`config.mk`:
```
export PLATFORM = sky130hd
export DESIGN_NAME = pcs_tx_code_group
export DESIGN_NICKNAME = d
export VERILOG_FILES = /design/src/rtl/pcs_8b10b_pkg.sv /design/src/rtl/pcs_enc_8b10b_comb.sv /design/src/rtl/pcs_tx_code_group.sv
export SDC_FILE = /design/constraint.sdc
export NUM_CORES = 1
export LEC_CHECK = 0
export ABC_CLOCK_PERIOD_IN_PS = 7300
export BUFFER_PORTS_ARGS = -buffer_cell sky130_fd_sc_hd__buf_2
export CORE_UTILIZATION = 59
export CTS_CLUSTER_SIZE = 25
export DETAILED_ROUTE_END_ITERATION = 16
export PLACE_DENSITY = 0.81
export SETUP_SLACK_MARGIN = 0.05
export SYNTH_ARGS = -nofsm -noshare
export SYNTH_HDL_FRONTEND = slang
export SYNTH_SLANG_ARGS = --single-unit
```
`constraint.sdc`:
```
create_clock -name clock -period 7.3 [get_ports clock]
set_input_delay 1.095 -clock clock [delete_from_list [all_inputs] [get_ports clock]]
set_output_delay 1.095 -clock clock [all_outputs]
set_load 0.02 [all_outputs]
```
`src/rtl/pcs_8b10b_pkg.sv`:
```
// Shared 8b/10b definitions for the 1000BASE-X PCS transmit encoder and receive decoder.
// Sub-block tables hold the RD- form; 'flip' says whether the RD+ form is its complement.
package pcs_8b10b_pkg;

  localparam logic [7:0] K28_5 = 8'hBC;
  localparam logic [7:0] D5_6  = 8'hC5;
  localparam logic [7:0] K27_7 = 8'hFB;
  localparam logic [7:0] K23_7 = 8'hF7;
  localparam logic [7:0] K29_7 = 8'hFD;

  typedef enum logic {
    RD_NEG = 1'b0,
    RD_POS = 1'b1
  } rd_e;

  localparam logic [9:0] K28_5_RDN = 10'b0011111010;
  localparam logic [9:0] K28_5_RDP = 10'b1100000101;
  localparam logic [9:0] D5_6_RDN  = 10'b1010010110;
  localparam logic [9:0] D5_6_RDP  = 10'b1010010110;
  localparam logic [9:0] K27_7_RDN = 10'b1101101000;
  localparam logic [9:0] K27_7_RDP = 10'b0010010111;
  localparam logic [9:0] K23_7_RDN = 10'b1110101000;
  localparam logic [9:0] K23_7_RDP = 10'b0001010111;
  localparam logic [9:0] K29_7_RDN = 10'b1011101000;
  localparam logic [9:0] K29_7_RDP = 10'b0100010111;

  typedef struct packed {
    logic       flip;
    logic [5:0] code;
  } sub6_t;

  typedef struct packed {
    logic       flip;
    logic [3:0] code;
  } sub4_t;

  // abcdei in RD- form; the neutral 111000 is the only balanced pattern with an RD+ twin
  function automatic sub6_t enc_5b6b(input logic [4:0] x, input logic is_k);
    sub6_t r;
    r.code = 6'b000000;
    if (is_k && x == 5'd28) begin
      r.code = 6'b001111;
    end else begin
      case (x)
        5'd0:  r.code = 6'b100111;
        5'd1:  r.code = 6'b011101;
        5'd2:  r.code = 6'b101101;
        5'd3:  r.code = 6'b110001;
        5'd4:  r.code = 6'b110101;
        5'd5:  r.code = 6'b101001;
        5'd6:  r.code = 6'b011001;
        5'd7:  r.code = 6'b111000;
        5'd8:  r.code = 6'b111001;
        5'd9:  r.code = 6'b100101;
        5'd10: r.code = 6'b010101;
        5'd11: r.code = 6'b110100;
        5'd12: r.code = 6'b001101;
        5'd13: r.code = 6'b101100;
        5'd14: r.code = 6'b011100;
        5'd15: r.code = 6'b010111;
        5'd16: r.code = 6'b011011;
        5'd17: r.code = 6'b100011;
        5'd18: r.code = 6'b010011;
        5'd19: r.code = 6'b110010;
        5'd20: r.code = 6'b001011;
        5'd21: r.code = 6'b101010;
        5'd22: r.code = 6'b011010;
        5'd23: r.code = 6'b111010;
        5'd24: r.code = 6'b110011;
        5'd25: r.code = 6'b100110;
        5'd26: r.code = 6'b010110;
        5'd27: r.code = 6'b110110;
        5'd28: r.code = 6'b001110;
        5'd29: r.code = 6'b101110;
        5'd30: r.code = 6'b011110;
        default: r.code = 6'b101011;
      endcase
    end
    r.flip = ($countones(r.code) != 3) || (r.code == 6'b111000);
    return r;
  endfunction

  // fghj in RD- form; every K column entry has a distinct RD+ form
  function automatic sub4_t enc_3b4b(input logic [2:0] y, input logic is_k, input logic alt7);
    sub4_t r;
    r.code = 4'b0000;
    if (is_k) begin
      case (y)
        3'd0: r.code = 4'b1011;
        3'd1: r.code = 4'b0110;
        3'd2: r.code = 4'b1010;
        3'd3: r.code = 4'b1100;
        3'd4: r.code = 4'b1101;
        3'd5: r.code = 4'b0101;
        3'd6: r.code = 4'b1001;
        default: r.code = 4'b0111;
      endcase
      r.flip = 1'b1;
    end else begin
      case (y)
        3'd0: r.code = 4'b1011;
        3'd1: r.code = 4'b1001;
        3'd2: r.code = 4'b0101;
        3'd3: r.code = 4'b1100;
        3'd4: r.code = 4'b1101;
        3'd5: r.code = 4'b1010;
        3'd6: r.code = 4'b0110;
        default: r.code = alt7 ? 4'b0111 : 4'b1110;
      endcase
      r.flip = ($countones(r.code) != 2) || (r.code == 4'b1100);
    end
    return r;
  endfunction

endpackage

```
`src/rtl/pcs_enc_8b10b_comb.sv`:
```
// Purely combinational 8b/10b encoder: one code group plus running disparity in,
// 10-bit group and updated disparity out; illegal K groups become K28.5.
module pcs_enc_8b10b_comb
  import pcs_8b10b_pkg::*;
(
  input  logic [7:0] data,
  input  logic       is_k,
  input  logic       rd_in,
  output logic [9:0] code_10,
  output logic       rd_out,
  output logic       k_illegal
);

  logic       w_k_legal;
  logic [7:0] w_byte;
  sub6_t      w_six;
  sub4_t      w_four;
  logic [5:0] w_six_code;
  logic [3:0] w_four_code;
  logic       w_rd_mid;
  logic       w_alt7;

  assign w_k_legal = (data[4:0] == 5'd28) ||
                     ((data[7:5] == 3'd7) &&
                      (data[4:0] inside {5'd23, 5'd27, 5'd29, 5'd30}));
  assign k_illegal = is_k & ~w_k_legal;
  assign w_byte    = k_illegal ? K28_5 : data;

  assign w_six      = enc_5b6b(w_byte[4:0], is_k);
  assign w_six_code = (rd_in & w_six.flip) ? ~w_six.code : w_six.code;
  assign w_rd_mid   = rd_in ^ ($countones(w_six.code) != 3);

  // A7 avoids a run of five identical bits across the sub-block boundary
  assign w_alt7 = ~is_k &
                  ((~w_rd_mid & (w_byte[4:0] inside {5'd17, 5'd18, 5'd20})) |
                   ( w_rd_mid & (w_byte[4:0] inside {5'd11, 5'd13, 5'd14})));

  assign w_four      = enc_3b4b(w_byte[7:5], is_k, w_alt7);
  assign w_four_code = (w_rd_mid & w_four.flip) ? ~w_four.code : w_four.code;

  assign code_10 = {w_six_code, w_four_code};
  assign rd_out  = w_rd_mid ^ ($countones(w_four.code) != 2);

endmodule

```
`src/rtl/pcs_tx_code_group.sv`:
```
// 1000BASE-X PCS transmit code-group stage: registers the encoded group, running
// disparity, even/odd slot and ordered-set flags on the falling clock edge.
module pcs_tx_code_group
  import pcs_8b10b_pkg::*;
(
  input  logic       clock,
  input  logic       reset,
  input  logic       power,
  input  logic [7:0] tx_o_set,
  input  logic       tx_is_k,
  output logic [9:0] tx_code_10,
  output logic       tx_rd,
  output logic       tx_even,
  output logic       tx_oset_indicate,
  output logic       tx_code_err
);

  rd_e        r_rd;
  logic [9:0] r_code;
  logic       r_even;
  logic       r_oset;
  logic       r_err;

  logic [9:0] w_code;
  logic       w_rd;
  logic       w_k_illegal;
  logic       w_is_comma;

  pcs_enc_8b10b_comb u_enc (
    .data      (tx_o_set),
    .is_k      (tx_is_k),
    .rd_in     (r_rd),
    .code_10   (w_code),
    .rd_out    (w_rd),
    .k_illegal (w_k_illegal)
  );

  // K28.5 opens an /I/ ordered set, so it never completes one
  assign w_is_comma = (tx_is_k && tx_o_set == K28_5) || w_k_illegal;

  always_ff @(negedge clock) begin
    if (power) begin
      if (reset) begin
        r_code <= 10'b0000000000;
        r_rd   <= RD_NEG;
        r_even <= 1'b0;
        r_oset <= 1'b0;
        r_err  <= 1'b0;
      end else begin
        r_code <= w_code;
        r_rd   <= rd_e'(w_rd);
        r_even <= ~r_even;
        r_oset <= ~w_is_comma;
        r_err  <= w_k_illegal;
      end
    end
  end

  assign tx_code_10       = r_code;
  assign tx_rd            = r_rd;
  assign tx_even          = r_even;
  assign tx_oset_indicate = r_oset;
  assign tx_code_err      = r_err;

endmodule

```
==> results of run 1 <==
==> stage by stage <==
step           cells  utilization (%)  setup TNS, ps
2_1_floorplan    225                -         -20730
3_3_place_gp     350             89.2         -22740
3_5_place_dp     350             89.2         -25380
==> kinds of logic after synthesis <==
logic type | count (synthesis) | share of synthesized area [%]
buf+inv | 30 | 6.73
xor+xnor | 7 | 3.11
flops | 14 | 21.3
mux | 9 | 4.57
simple gates | 75 | 21.7
fa+ha+maj | 25 | 17.3
compound gates | 65 | 25.2
==> run summary, run 1 <==
Placed Area: 0.00277 mm2
Resized cells post-CTS: 30
Run Error: [ERROR DPL-0033] detailed placement checks failed during check placement.
Yosys reg bits: 14
clk buf depth: 2
clock sink count: 14
# rows: 20
Post-CTS Setup Inserts: 10
Die X: 59.8 um
Unique masters post-synth: 62
Exit stage: clock tree synthesis
hold_buf cts: 0
CTS Buf Count: 3
synth cell count leaders: ha_1 (20), nor2_1 (17), edfxtp_1 (14)
post-synth top area share: 21.3%
dominant synthesized flop cell: edfxtp_1
Starting Density: 63.5%
top cell type by total area after synthesis: edfxtp_1
asr flop ratio synth: 0%
count of flip-flops with a built-in enable after synthesis: 14
Place WS: -3260 ps
Die Height: 59.8 um
DPL Wire Length: 5.19 mm
H-Tree Depth: 1
Syn Std Cell Area: 0.00197 mm2
top cells by area, synth: edfxtp_1 (21%), ha_1 (13%), mux2i_1 (4.6%), fa_1 (4.1%), nand2b_1 (3.8%)
count leader, synth: ha_1
Placer Congestion: 0.912
Seq/Total Area, Yosys: 21.3%
syn nets: 261
Synth warnings: 0
IO Count: 26
Syn Inst Count: 225
port bufs: 25
clk root buf: clkbuf_4
outcome: stopped before the end
Syn Area/Cell: 8.75 um2
==> run 2: changes to the inputs <==
--- a/config.mk
+++ b/config.mk
@@ -7,11 +7,9 @@
 export LEC_CHECK = 0
 export ABC_CLOCK_PERIOD_IN_PS = 7300
 export BUFFER_PORTS_ARGS = -buffer_cell sky130_fd_sc_hd__buf_2
-export CORE_UTILIZATION = 59
-export CTS_CLUSTER_SIZE = 25
+export CORE_UTILIZATION = 40
 export DETAILED_ROUTE_END_ITERATION = 16
-export PLACE_DENSITY = 0.81
-export SETUP_SLACK_MARGIN = 0.05
+export PLACE_DENSITY_LB_ADDON = 0.15
 export SYNTH_ARGS = -nofsm -noshare
 export SYNTH_HDL_FRONTEND = slang
 export SYNTH_SLANG_ARGS = --single-unit
==> run summary, run 2 <==
CP max FO: 5
clock skew: 10.7 ps
DRC violations left: 0
Reg area: 420 um2
TritonRoute pass-1 iters: 5
clk root buf: clkbuf_8
Via Count: 2022
Starting Density: 41.7%
final core occ: 64.8%
Pwr Total: 0.554 mW
first-pass GRT wire length: 8.85 mm
CTS Buf Count: 3
IO Count: 26
outcome: complete, but fails checks
hold_buf cts: 0
grt ovf: 0
crit path DAT: 6330 ps
pwr/cell area: 181 mW/mm2
final wirelength: 5.14 mm
VDD IR max: 0.000105 V
vias per cell: 5.09
CTS tree: built
max-cap check violation count: 0
worst slew pin tran: 427 ps
startpoint types: primary input
top layer in use: met4
Placer Congestion: 0.821
Die Height: 72.2 um
clk buf depth: 2
asr flop ratio synth: 0%
antenna cells: 0
synth cell count leaders: ha_1 (20), nor2_1 (17), edfxtp_1 (14)
leak pwr: 1.43 nW
# rows: 25
Final Hold Vio Count: 0
most common cell after layout, fill and taps aside: buf_4
number of DRC markers in iteration 0: 74
layout cell share with drive strength beyond 1: 46.7%
Final Worst Setup Slack: -2530 ps
H-Tree Depth: 1
Yosys reg bits: 14
routed length on met1: 2.38 mm
GRT Overall Usage: 21.1%
Seq/Total Area, Yosys: 21.3%
port bufs: 25
dominant synthesized flop cell: edfxtp_1
met2 wire len: 2.61 mm
Setup CP Type: in2reg
vias in the first global route: 2041
fillers: 404
Syn Area/Cell: 8.75 um2
clock sink count: 14
CORE AREA: 0.00472 mm2
Synth warnings: 0
Place WS: -3100 ps
setup violators final: 11
top cells by area, synth: edfxtp_1 (21%), ha_1 (13%), mux2i_1 (4.6%), fa_1 (4.1%), nand2b_1 (3.8%)
DR WL/cell: 12.9 um
metal3 WL: 109 um
max reg flops: 10
post-synth top area share: 21.3%
CP Capture Type: flip-flop
unrepaired setup endpoints after global routing: yes
Syn Inst Count: 225
DPL Wire Length: 4.09 mm
clk slew on worst S/H paths: 40 ps
violated checks: setup timing
Final Max Tran Viols: 0
die area: 0.00521 mm2
worst hold path class: reg2reg
Syn Std Cell Area: 0.00197 mm2
fin nets: 368
Antenna Nets Post-Route: 0
Die X: 72.2 um
top cell type by total area after synthesis: edfxtp_1
multi-input gate area in the final layout: 0.00165 mm2
Unique masters post-synth: 62
Clock Latency Late Sink: 310 ps
Rel. slew slack: 71.4%
syn nets: 261
Crit path required time: 3800 ps
most frequent cells in the layout: buf_4 (78), inv_1 (24), buf_2 (21)
antenna violations before repair: 0
Area growth syn-to-layout: 55.5%
count of flip-flops with a built-in enable after synthesis: 14
largest net degree at the start of global routing: 22
count leader, synth: ha_1
==> run 2: cell counts after synthesis <==
No cell type changed its count.
==> run 2: final timing paths <==
check	depth (start not counted)	slack, ps	start	end
setup / recovery	25	-2530	tx_o_set[3]	tx_code_10[1]$_SDFFCE_NP0P_
hold / removal	1	560	tx_even$_SDFFCE_NP0P_	tx_even$_SDFFCE_NP0P_
setup reg to reg	10	4340	tx_rd$_SDFFCE_NP0P_	tx_code_10[1]$_SDFFCE_NP0P_
hold reg to reg	1	560	tx_even$_SDFFCE_NP0P_	tx_even$_SDFFCE_NP0P_
==> run 2: area by class of cell <==
cell class | count | area share, %
well taps | 67 | 2.74
multi-input cells | 181 | 54.0
repair buffers | 103 | 24.6
clock buffers | 3 | 1.35
clock inverters | 14 | 1.72
inverters | 15 | 1.92
flip-flops and latches | 14 | 13.7
==> run 2: metal layers <==
layer | vias up | track usage (%)
met4 | 0 | 6.54
met5 | - | 0
met3 | 4 | 1.39
li1 | 1038 | -
met2 | 41 | 38.8
met1 | 939 | 26.2
==> run 2: worst max-delay path, stage by stage <==
cell	delay, ps
buf_12	120
xnor2_4	180
o221ai_4	120
a21o_4	240
and2_4	170
ha_4	220
nand2b_4	130
a311oi_2	260
a31oi_1	80
o32ai_2	310
inv_1	80
ha_2	190
fa_1	470
ha_4	290
nand4bb_4	150
xor2_2	180
o211ai_1	140
a21oi_1	170
o21ai_1	100
ha_1	290
ha_2	190
fa_2	510
a41o_1	180
or3b_1	350
a21oi_1	130
==> run 2: cell families after synthesis <==
kind of cell	Yosys count	share of synthesized area [%]
AO/OA/AOI/OAI	65	25.2
multiplexers	9	4.57
AND/OR/NAND/NOR	75	21.7
flip-flops	14	21.3
buffers and inverters	30	6.73
XOR/XNOR	7	3.11
adder cells (fa/ha/maj)	25	17.3
==> run 2: through the flow <==
stage               instance area [um2]  setup TNS, ps  hold slack (ps)  instances
finish                             3060         -20470              558        397
global route                       3060         -22530              576        397
global placement                   2780         -23680              537        370
detailed placement                 2780         -24570              542        370
CTS                                3020         -19500              549        393
floorplan                          2170         -20730              668        225
==> run 2: what timing repair did <==
| action | in CTS | in global routing |
|---|---|---|
| resized for setup | 20 | 4 |
| endpoints found under the setup margin | 11 | 11 |
| cloned | 0 | 0 |
| pin swaps | 20 | 23 |
| setup buffers | 7 | 5 |
==> run 2: report_power, final <==
part	total (mW)	internal (mW)	switching [mW]
Clock	0.0902	0.0468	0.0434
Sequential	0.121	0.112	0.00865
Combinational	0.343	0.183	0.160
Power figures use the tool's default switching activity.
==> run 3: changes to the inputs <==
--- a/config.mk
+++ b/config.mk
@@ -9,6 +9,7 @@
 export BUFFER_PORTS_ARGS = -buffer_cell sky130_fd_sc_hd__buf_2
 export CORE_UTILIZATION = 40
 export DETAILED_ROUTE_END_ITERATION = 16
+export GPL_TIMING_DRIVEN = 0
 export PLACE_DENSITY_LB_ADDON = 0.15
 export SYNTH_ARGS = -nofsm -noshare
 export SYNTH_HDL_FRONTEND = slang
==> run summary, run 3 (synthesized netlist as in run 2, its figures left out) <==
outcome: complete, but fails checks
violated checks: setup timing
vias in the first global route: 1791
Rel. slew slack: 53.4%
GRT Overall Usage: 19.6%
Die X: 72.2 um
fin nets: 323
worst slew pin tran: 693 ps
max-cap check violation count: 0
clk buf depth: 2
Final Hold Vio Count: 0
Non-Filler Instances: 352
CP Launch Point: tx_o_set[3]
DRC violations left: 0
VDD IR max: 0.0000875 V
Largest stage delay, worst path: 530 ps
first-pass GRT wire length: 8.16 mm
switching power: 0.222 mW
clock skew: 12.1 ps
Die Height: 72.2 um
Area growth syn-to-layout: 42.2%
max reg flops: 10
CTS tree: built
crit path DAT: 6600 ps
clock sink count: 14
Antenna Nets Post-Route: 0
most frequent cells in the layout: buf_2 (26), inv_1 (23), buf_4 (21)
largest net degree at the start of global routing: 15
Clock Latency Late Sink: 320 ps
grt ovf: 0
CP Capture Type: flip-flop
layout cell share with drive strength beyond 1: 38.9%
Via Count: 1904
CTS Buf Count: 3
met3 Use GR: 2.22%
final wirelength: 4.94 mm
Switching Share: 40.0%
H-Tree Depth: 1
CP max FO: 6
Post-Place Cells: 315
Final Worst Setup Slack: -2800 ps
Placer Congestion: 0.846
Int Power: 0.333 mW
CORE AREA: 0.00472 mm2
DR WL/cell: 14.0 um
die area: 0.00521 mm2
IO Count: 26
Final Max Tran Viols: 0
busiest grt layer: met2
worst hold path class: reg2reg
DPL Wire Length: 3.63 mm
Crit path required time: 3800 ps
share of power burned in registers: 22.2%
TritonRoute pass-1 iters: 4
worst reg-to-reg setup slack: 4270 ps
fraction of power consumed by the clock network: 16.2%
port bufs: 23
unrepaired setup endpoints after global routing: yes
clk root buf: clkbuf_8
Starting Density: 41.7%
met2 global-route usage: 35.2%
setup violators final: 11
number of DRC markers in iteration 0: 113
met1 global-route usage: 24.4%
clk slew on worst S/H paths: 30 ps
startpoint types: primary input
antenna cells: 0
vias per cell: 5.41
Setup CP Type: in2reg
final core occ: 59.3%
worst r2r dst: tx_code_10[1]$_SDFFCE_NP0P_
worst r2r path cells: 10
setup TNS: -22250 ps
# rows: 25
Worst R2R Start: tx_rd$_SDFFCE_NP0P_
hold_buf cts: 0
pwr/cell area: 198 mW/mm2
most common cell after layout, fill and taps aside: buf_2
Critical Path End: tx_code_10[1]$_SDFFCE_NP0P_
antenna violations before repair: 0
leak pwr: 1.22 nW
Slowest-stage cell, CP: fa_2
combinational group share of total power: 61.6%
## run 3: cell types whose count changed in the layout (fill, tap and decap cells not counted), moves of 2 or more
cell      change
buf_2         +5
buf_4        -57
buf_8         +3
clkbuf_1      +2
## run 3: per-stage QoR
step	area [um2]	setup slack [ps]	power, mW	hold WS (ps)
global placement	2370	-3780	0.382	545
finish	2800	-2800	0.555	543
global route	2800	-3000	0.598	580
CTS	2750	-2890	0.534	552
detailed placement	2370	-3790	0.385	547
floorplan	2170	-2830	0.330	668
## run 3: worst max-delay path: cells and delay by family
family                   cells  cell delay (ps)
XOR/XNOR                     1              220
buffers and inverters        4              460
AND/OR/NAND/NOR              5              970
AO/OA/AOI/OAI               10             1690
adder cells (fa/ha/maj)      7             2160
## run 3: layout make-up
| cell class | instances | area [um2] |
|---|---|---|
| fillers | 401 | 1920 |
| multi-input cells | 181 | 1720 |
| flip-flops and latches | 14 | 420 |
| repair buffers | 45 | 309 |
| plain buffers | 13 | 109 |
| well taps | 67 | 83.8 |
| inverters | 15 | 61.3 |
| clock inverters | 14 | 52.6 |
| clock buffers | 3 | 41.3 |
## run 3: what timing repair did
item | in CTS | in global routing
gates resized for setup | 28 | 7
buffers inserted | 19 | 3
endpoints found under the setup margin | 11 | 11
hold endpoints to repair | 0 | 0
pin swaps | 22 | 11
## run 3: how the worst min path moves through the flow
stage                     startpoint                    end  slack [ps]  depth (start not counted)
6_report       tx_even$_SDFFCE_NP0P_  tx_even$_SDFFCE_NP0P_         540                          1
5_1_grt        tx_even$_SDFFCE_NP0P_  tx_even$_SDFFCE_NP0P_         580                          1
3_3_place_gp   tx_even$_SDFFCE_NP0P_  tx_even$_SDFFCE_NP0P_         550                          1
4_1_cts        tx_even$_SDFFCE_NP0P_  tx_even$_SDFFCE_NP0P_         550                          1
3_5_place_dp   tx_even$_SDFFCE_NP0P_  tx_even$_SDFFCE_NP0P_         550                          1
2_1_floorplan  tx_even$_SDFFCE_NP0P_  tx_even$_SDFFCE_NP0P_         670                          1
## run 3: power groups by stage
stage	clock [mW]	sequential [mW]	combinational [mW]
floorplan	0.0124	0.141	0.177
global placement	0.0124	0.120	0.249
detailed placement	0.0124	0.121	0.252
CTS	0.0942	0.123	0.317
global route	0.103	0.125	0.370
finish	0.0898	0.123	0.342
## run 3: metal layers
| metal | share of wire (%) | routed length, um |
|---|---|---|
| met1 | 44 | 2180 |
| met2 | 51 | 2500 |
| met3 | 2.9 | 143 |
| met4 | 2.2 | 110 |
| met5 | 0 | 0 |
